--- config.mk ---
export PLATFORM = sky130hd
export DESIGN_NAME = capture_sequencer_flat
export DESIGN_NICKNAME = d
export VERILOG_FILES = /design/src/rtl/capture_sequencer_pkg.sv /design/src/rtl/capture_sequencer_if.sv /design/src/rtl/capture_buf.sv /design/src/rtl/capture_sequencer.sv /design/src/flat_wrapper.sv
export SDC_FILE = /design/constraint.sdc
export NUM_CORES = 2
export LEC_CHECK = 0
export CAP_MARGIN = 10
export CORE_MARGIN = 4
export CORE_UTILIZATION = 45
export DETAILED_ROUTE_END_ITERATION = 10
export PLACE_DENSITY = 0.64
export SYNTH_ARGS = -nofsm -noshare
export SYNTH_HDL_FRONTEND = slang
export SYNTH_SLANG_ARGS = --single-unit
--- constraint.sdc ---
create_clock -name clk -period 7.03 [get_ports clk]
set_clock_uncertainty 0.2 [all_clocks]
set_input_delay 1.0545 -clock clk [delete_from_list [all_inputs] [get_ports clk]]
set_output_delay 1.0545 -clock clk [all_outputs]
set_load 0.02 [all_outputs]
--- src/rtl/capture_sequencer_pkg.sv ---
// Shared constants for the capture sequencer: command codes, state encoding, frame header.
package capture_sequencer_pkg;

  localparam logic [7:0] CMD_ARM   = 8'h41;
  localparam logic [7:0] CMD_FORCE = 8'h46;
  localparam logic [7:0] CMD_STOP  = 8'h53;
  localparam logic [7:0] CMD_DECIM = 8'h44;

  localparam logic [1:0] ST_IDLE    = 2'd0;
  localparam logic [1:0] ST_ARMED   = 2'd1;
  localparam logic [1:0] ST_CAPTURE = 2'd2;
  localparam logic [1:0] ST_DRAIN   = 2'd3;

  localparam logic [7:0] HDR_BYTE_DEFAULT = 8'hA5;

endpackage

--- src/rtl/capture_sequencer_if.sv ---
// Command byte input and valid/ready byte output of the capture sequencer.
interface capture_sequencer_if;

  logic [7:0] cmd_data;
  logic       cmd_valid;
  logic [7:0] out_data;
  logic       out_valid;
  logic       out_ready;

  modport master (
    output cmd_data, cmd_valid, out_ready,
    input  out_data, out_valid
  );

  modport slave (
    input  cmd_data, cmd_valid, out_ready,
    output out_data, out_valid
  );

endinterface

--- src/rtl/capture_buf.sv ---
// Simple dual-port record buffer with registered read; no reset so it maps onto block RAM.
module capture_buf #(
  parameter int unsigned CAP_BYTES = 256,
  parameter int unsigned ADDR_W    = 8
) (
  input  logic              wclk,
  input  logic              we,
  input  logic [ADDR_W-1:0] waddr,
  input  logic [7:0]        wdata,
  input  logic [ADDR_W-1:0] raddr,
  output logic [7:0]        rdata
);

  logic [7:0] mem [CAP_BYTES];

  always_ff @(posedge wclk) begin
    if (we) begin
      mem[waddr] <= wdata;
    end
    rdata <= mem[raddr];
  end

endmodule

--- src/rtl/capture_sequencer.sv ---
// One-shot capture of the 1-bit sample stream into a byte buffer, then a framed dump
// (header + record) over a valid/ready byte stream.
module capture_sequencer
  import capture_sequencer_pkg::*;
#(
  parameter int unsigned CAP_BYTES = 256,
  parameter int unsigned ADDR_W    = 8,
  parameter int unsigned DECIM_W   = 8,
  parameter logic [7:0]  HDR_BYTE  = HDR_BYTE_DEFAULT
) (
  input  logic                clk,
  input  logic                rst,
  input  logic                sig,
  capture_sequencer_if.slave  bus,
  output logic                busy,
  output logic                done,
  output logic                armed
);

  localparam int unsigned CNT_W = ADDR_W + 1;

  logic [1:0]         state_q, state_d;
  logic               sig_prev_q;
  logic [DECIM_W-1:0] decim_q, decim_d, dcnt_q, dcnt_d, dcnt_base;
  logic [2:0]         bit_q, bit_d;
  logic [7:0]         shift_q, shift_d;
  logic [ADDR_W-1:0]  wr_addr_q, wr_addr_d, rd_addr_q, rd_addr_d;
  logic [CNT_W-1:0]   ld_cnt_q, ld_cnt_d;
  logic               dpend_q, dpend_d, done_q, done_d;
  logic               out_valid_q, out_valid_d;
  logic [7:0]         out_data_q, out_data_d;

  logic       cmd_ok, is_arm, is_force, is_stop, is_decim;
  logic       trigger, sample, we, last_byte, fire;
  logic [7:0] wdata, rdata;

  // A pending decimation payload is consumed raw and never decoded as a command.
  assign cmd_ok   = bus.cmd_valid & ~dpend_q;
  assign is_arm   = cmd_ok && (bus.cmd_data == CMD_ARM);
  assign is_force = cmd_ok && (bus.cmd_data == CMD_FORCE);
  assign is_stop  = cmd_ok && (bus.cmd_data == CMD_STOP);
  assign is_decim = cmd_ok && (bus.cmd_data == CMD_DECIM);

  assign trigger   = (state_q == ST_ARMED) && ((sig & ~sig_prev_q) || is_force) && !is_stop;
  assign sample    = trigger || ((state_q == ST_CAPTURE) && (dcnt_q == '0));
  assign we        = sample && (bit_q == 3'd7);
  assign wdata     = {sig, shift_q[7:1]};
  assign last_byte = we && (wr_addr_q == ADDR_W'(CAP_BYTES - 1));
  assign fire      = out_valid_q && bus.out_ready;
  assign dcnt_base = trigger ? '0 : dcnt_q;

  always_comb begin
    state_d     = state_q;
    decim_d     = decim_q;
    dcnt_d      = dcnt_q;
    bit_d       = bit_q;
    shift_d     = shift_q;
    wr_addr_d   = wr_addr_q;
    rd_addr_d   = rd_addr_q;
    ld_cnt_d    = ld_cnt_q;
    dpend_d     = dpend_q;
    done_d      = done_q;
    out_valid_d = out_valid_q;
    out_data_d  = out_data_q;

    if (bus.cmd_valid && dpend_q) begin
      decim_d = DECIM_W'(bus.cmd_data);
      dpend_d = 1'b0;
    end
    if (trigger || (state_q == ST_CAPTURE)) begin
      dcnt_d = (dcnt_base == decim_q) ? '0 : dcnt_base + DECIM_W'(1);
    end
    if (sample) begin
      shift_d = wdata;
      bit_d   = bit_q + 3'd1;
    end
    if (we) begin
      wr_addr_d = wr_addr_q + ADDR_W'(1);
    end

    case (state_q)
      ST_IDLE: begin
        if (is_arm) begin
          state_d   = ST_ARMED;
          done_d    = 1'b0;
          bit_d     = '0;
          wr_addr_d = '0;
          rd_addr_d = '0;
        end else if (is_decim) begin
          dpend_d = 1'b1;
        end
      end
      ST_ARMED: begin
        if (is_stop) begin
          state_d = ST_IDLE;
        end else if (trigger) begin
          state_d = ST_CAPTURE;
        end
      end
      ST_CAPTURE: begin
        if (is_stop) begin
          state_d = ST_IDLE;
        end else if (last_byte) begin
          // Header goes out while the RAM fetches buffer[0].
          state_d     = ST_DRAIN;
          out_valid_d = 1'b1;
          out_data_d  = HDR_BYTE;
          rd_addr_d   = '0;
          ld_cnt_d    = '0;
        end
      end
      default: begin
        if (fire) begin
          if (ld_cnt_q != CNT_W'(CAP_BYTES)) begin
            out_data_d = rdata;
            rd_addr_d  = rd_addr_q + ADDR_W'(1);
            ld_cnt_d   = ld_cnt_q + CNT_W'(1);
          end else begin
            out_valid_d = 1'b0;
            done_d      = 1'b1;
            state_d     = ST_IDLE;
          end
        end
      end
    endcase
  end

  always_ff @(posedge clk or negedge rst) begin
    if (!rst) begin
      state_q     <= ST_IDLE;
      sig_prev_q  <= 1'b0;
      decim_q     <= '0;
      dcnt_q      <= '0;
      bit_q       <= '0;
      shift_q     <= '0;
      wr_addr_q   <= '0;
      rd_addr_q   <= '0;
      ld_cnt_q    <= '0;
      dpend_q     <= 1'b0;
      done_q      <= 1'b0;
      out_valid_q <= 1'b0;
      out_data_q  <= '0;
    end else begin
      state_q     <= state_d;
      sig_prev_q  <= sig;
      decim_q     <= decim_d;
      dcnt_q      <= dcnt_d;
      bit_q       <= bit_d;
      shift_q     <= shift_d;
      wr_addr_q   <= wr_addr_d;
      rd_addr_q   <= rd_addr_d;
      ld_cnt_q    <= ld_cnt_d;
      dpend_q     <= dpend_d;
      done_q      <= done_d;
      out_valid_q <= out_valid_d;
      out_data_q  <= out_data_d;
    end
  end

  // Read address follows the next-state pointer so rdata always holds buffer[rd_addr_q].
  capture_buf #(
    .CAP_BYTES (CAP_BYTES),
    .ADDR_W    (ADDR_W)
  ) u_buf (
    .wclk  (clk),
    .we    (we),
    .waddr (wr_addr_q),
    .wdata (wdata),
    .raddr (rd_addr_d),
    .rdata (rdata)
  );

  assign bus.out_data  = out_data_q;
  assign bus.out_valid = out_valid_q;
  assign busy          = (state_q != ST_IDLE);
  assign armed         = (state_q == ST_ARMED);
  assign done          = done_q;

endmodule
--- src/flat_wrapper.sv ---
// flat-port wrapper written by rule: the top's interface ports become plain ports
module capture_sequencer_flat import capture_sequencer_pkg::*;
#(
  parameter int unsigned CAP_BYTES = 256,
  parameter int unsigned ADDR_W    = 8,
  parameter int unsigned DECIM_W   = 8,
  parameter logic [7:0]  HDR_BYTE  = HDR_BYTE_DEFAULT
)
  (clk, rst, sig, busy, done, armed, bus_cmd_data, bus_cmd_valid, bus_out_ready, bus_out_data, bus_out_valid);
  capture_sequencer_if bus_i ();
  input  logic clk;
  input  logic rst;
  input  logic sig;
  output logic busy;
  output logic done;
  output logic armed;
  input wire logic [$bits(bus_i.cmd_data)-1:0] bus_cmd_data;
  input wire logic [$bits(bus_i.cmd_valid)-1:0] bus_cmd_valid;
  input wire logic [$bits(bus_i.out_ready)-1:0] bus_out_ready;
  output wire logic [$bits(bus_i.out_data)-1:0] bus_out_data;
  output wire logic [$bits(bus_i.out_valid)-1:0] bus_out_valid;
  assign bus_i.cmd_data = bus_cmd_data;
  assign bus_i.cmd_valid = bus_cmd_valid;
  assign bus_i.out_ready = bus_out_ready;
  assign bus_out_data = bus_i.out_data;
  assign bus_out_valid = bus_i.out_valid;
  capture_sequencer #(.CAP_BYTES(CAP_BYTES), .ADDR_W(ADDR_W), .DECIM_W(DECIM_W), .HDR_BYTE(HDR_BYTE)) u_core (.clk(clk), .rst(rst), .sig(sig), .bus(bus_i), .busy(busy), .done(done), .armed(armed));
endmodule
==> results.md <==
* CP max-delay cell: nor2_1
* Final period util at 0.868
* Lkg Pwr at between 30 and 40 nW
* Post-synth top flop: edfxtp_1
* GRT Resource Usage Total at 0.300
* Power Internal at around 23 mW
* Clock transition at path regs at roughly 60 ps
* Antenna viol nets, final at 0
* RSZ-0062 raised after global routing: false
* Clock Power Share at 0.321
* # hold bufs at CTS at 0
* Worst EP required at approximately 7600 ps
* Most frequent cells in the layout: 2,048 x edfxtp_1, 1,071 x nand2_1, 374 x nor2_1
* Post-CTS resize count at 0
* Hold Crit Class: in -> async
* 1st-pass router iterations at 10
* Fillers at ~16k
* CTS sink cnt at about 2.1k
* Initial core utilization at 0.452
* CTS tree: built
* Num CTS Buffers at about 200
* Reg-to-Reg Start: u_core.state_q[1]
* Critical Path, Cell by Cell: inv_1, ha_1, nand4b_1, nor3_2, and3_1, o21a_2, clkinv_1, buf_4, nor2_1, nand4_1, o311ai_1, o41ai_1, a21oi_1, o32ai_1
* Most common cell after layout, fill and taps aside: edfxtp_1
* Unique masters post-synth at 92
* Syn. warnings at 0
* Minimum clock period at approximately 6100 ps
* Hold slack at just over 100 ps
* Share of flip-flops with an asynchronous set or reset at 0.0306
* Slew @ Worst Pin at roughly 1400 ps
* Initial drt markers at ~9k
* Critical Path Sink Type: register
* Postcts setup bufs at 0
* Average cell area after synthesis at 14.1 µm²
* Ratio of cells with drive above 1 in the final layout at 0.111
* Routability cong. at between 0.9 and 1
* Die Ht at 445 µm
* Drt via density at 6.58
* Io pins at 25
* DP Wirelength at 188,000 µm
* FF+latch count, synth at roughly 2.1k
* Kind of critical path: reg -> reg
* Largest net degree at the start of global routing at approximately 230
* Routed Wire Length at between 300,000 and 400,000 µm
* Max Fclk at 0.164 GHz
* Max FO, Critical Path at 8
* Setup tns final at 0 ps
* DR vias at approximately 60k
* Final #Nets at approximately 6.2k
* Number of cells on the critical path at 14
* FF-to-FF path depth at 14
* Power, Total at 33.5 mW
* Core Area at between 150,000 and 200,000 µm²
* Pwr/cell area at between 300 and 400 nW/µm²
* Finish-stage setup viols at 0
* Slew HR at 0.0344
* # DRC at 0
* Width of the die at 445 µm
* Antenna violations before repair at 23
* Clk buf depth at 3
* Combinational power share at 0.198
* Layout overhead on the synthesized area at 12.8%
* Worst path max stage delay at between 700 and 800 ps
* Dpl ws at ~380 ps
* Worst r2r dst: u_core.u_buf.rdata[1]
* Final slew viol count at 0
* Via count of the first global-routing pass at approximately 54k
* Status: finished clean
* Sequential Power Share at 0.481
* Peak supply drop at ~0.0004 V
* Total grt overflow at 0
* Sw Share at 0.317
* Root Driver: clkbuf_16
* Number of synthesized flops with an enable pin at between 2k and 2.5k
* Critical path's top delay family: simple AND/OR/NAND/NOR gates
* Critical Path AT at between 6000 and 7000 ps
* Max Cap Viol at 0
* Final-report hold violation count at 0
* Worst Setup Slack, final at a little over 900 ps
* Sequential share of the synthesized area at 0.737
* First-pass GRT wire length at about 420,000 µm
* Sw power at 10.6 mW
* Post-Synthesis Cell Area at between 80,000 and 90,000 µm²
* Rows at 160
* WP buf/inv at 3
* Syn Inst Count at around 6k
* Clock latency on the worst-skew pair at between 800 and 900 ps
* Synthesized net count at roughly 6k
* R2R setup slack at 930 ps
* Startpoint Class: register
* Htree depth at 4
* Die area at just under 200,000 µm²
* Wire per inst at ~34 µm
* Buffers added on ports at 24
==> flip-flops by register name, indices dropped and copies added, names as in the netlist, 2 cells and up <==
| register | flops |
|---|---|
| u_core.state_q | 2 |
| u_core.u_buf.rdata | 8 |
| u_core.bus.out_data | 8 |
| u_core.dcnt_q | 8 |
| u_core.u_buf.mem | 2048 |
| u_core.bit_q | 3 |
| u_core.decim_q | 8 |
| u_core.ld_cnt_q | 9 |
| u_core.wr_addr_q | 8 |
| u_core.shift_q | 7 |
| u_core.rd_addr_q | 8 |
==> synth_stat cells (13+ instances only) <==
| cell type | n | area share |
|---|---|---|
| xnor2_1 | 14 | 0.0014 |
| and3_1 | 32 | 0.0023 |
| a22oi_1 | 32 | 0.0028 |
| a211oi_1 | 50 | 0.0044 |
| nor4_1 | 36 | 0.0026 |
| o221ai_1 | 57 | 0.0058 |
| a221oi_1 | 59 | 0.0060 |
| o2111ai_1 | 17 | 0.0017 |
| a31oi_1 | 102 | 0.0074 |
| edfxtp_1 | 2048 | 0.72 |
| a41oi_1 | 13 | 0.0013 |
| clkbuf_1 | 172 | 0.0075 |
| mux2i_1 | 273 | 0.032 |
| buf_2 | 155 | 0.0090 |
| o31ai_1 | 13 | 0.0011 |
| buf_1 | 37 | 0.0016 |
| buf_6 | 23 | 0.0030 |
| and2_1 | 15 | 0.0011 |
| o21ai_0 | 107 | 0.0062 |
| o211ai_1 | 39 | 0.0034 |
| ha_1 | 14 | 0.0020 |
| nor2_1 | 385 | 0.017 |
| dfrtp_1 | 65 | 0.019 |
| nand4_1 | 63 | 0.0046 |
| a311oi_1 | 33 | 0.0034 |
| o311ai_0 | 23 | 0.0023 |
| mux2_2 | 39 | 0.0051 |
| nand3_1 | 301 | 0.018 |
| nor3_1 | 100 | 0.0058 |
| o22ai_1 | 89 | 0.0065 |
| a32oi_1 | 61 | 0.0062 |
| buf_4 | 29 | 0.0025 |
| a21oi_1 | 261 | 0.015 |
| nand2b_1 | 24 | 0.0017 |
| a2111oi_0 | 21 | 0.0021 |
| nand2_1 | 1073 | 0.047 |
| o32ai_1 | 13 | 0.0013 |
| inv_1 | 20 | 0.00087 |
==> worst max-delay path by stage <==
| stage | startpoint | to | slack (ps) |
|---|---|---|---|
| after global routing | u_core.state_q[1] | u_core.u_buf.rdata[4] | 1000 |
| after floorplan | u_core.shift_q[2] | u_core.u_buf.mem[0][1] | 2830 |
| after detailed placement | bus_cmd_data[6] | u_core.u_buf.rdata[0] | 380 |
| after CTS | u_core.state_q[1] | u_core.u_buf.rdata[0] | 1170 |
| after global placement | bus_cmd_data[6] | u_core.u_buf.rdata[0] | 380 |
| final | u_core.state_q[1] | u_core.u_buf.rdata[1] | 930 |
==> kinds of logic after synthesis <==
family                     count (synthesis)  synth area share
AOI/OAI and AO/OA                       1089            0.0881
and+or+nand+nor                         2080             0.105
DFF                                     2121             0.737
muxes                                    326            0.0404
buffers and inverters                    440            0.0248
xor gates and xnor gates                  27           0.00293
adders and majority gates                 14           0.00204
==> stage by stage <==
stage,instances,area [µm²],util
5_1_grt,8884,96800,0.510
6_report,8898,96900,0.510
3_5_place_dp,8507,90400,0.476
3_3_place_gp,8506,90300,0.476
2_1_floorplan,6097,85900,-
4_1_cts,8883,96800,0.510
==> area by class of cell <==
| class | count | area, µm² | share of cell area |
|---|---|---|---|
| Timing Repair Buffer | 316 | 3000 | 0.0309 |
| Inverter | 24 | 125 | 0.00129 |
| Sequential cell | 2121 | 63300 | 0.654 |
| Multi-Input combinational cell | 3536 | 20800 | 0.215 |
| Clock inverter | 124 | 1120 | 0.0116 |
| Clock buffer | 252 | 5350 | 0.0552 |
| Antenna cell | 14 | 35.0 | 0.000362 |
| Tap cell | 2511 | 3140 | 0.0324 |
==> worst register-to-register path: stages (launching register included) <==
cell and delay, ps:
dfrtp_1 390, inv_1 80, ha_1 450, nand4b_1 350
nor3_2 610, and3_1 330, o21a_2 200, clkinv_1 280
buf_4 300, nor2_1 760, nand4_1 510, o311ai_1 400
o41ai_1 260, a21oi_1 630, o32ai_1 180
==> metal layers <==
| metal | wire [µm] | vias to the layer above | global-route usage |
|---|---|---|---|
| li1 | - | 23700 | - |
| met1 | 110000 | 29200 | 0.405 |
| met2 | 129000 | 4764 | 0.429 |
| met3 | 45000 | 917 | 0.103 |
| met4 | 19300 | 8 | 0.161 |
| met5 | 54 | - | 0 |
==> power by group through the flow <==
stage / sequential, mW / clock [mW] / combinational, mW
6_report: 16.1 / 10.7 / 6.64
5_1_grt: 16.1 / 11.3 / 6.77
4_1_cts: 16.1 / 10.8 / 6.39
3_5_place_dp: 16.3 / 0 / 6.38
3_3_place_gp: 16.3 / 0 / 6.28
2_1_floorplan: 16.9 / 0 / 2.55
(Power assumes the default switching activity.)
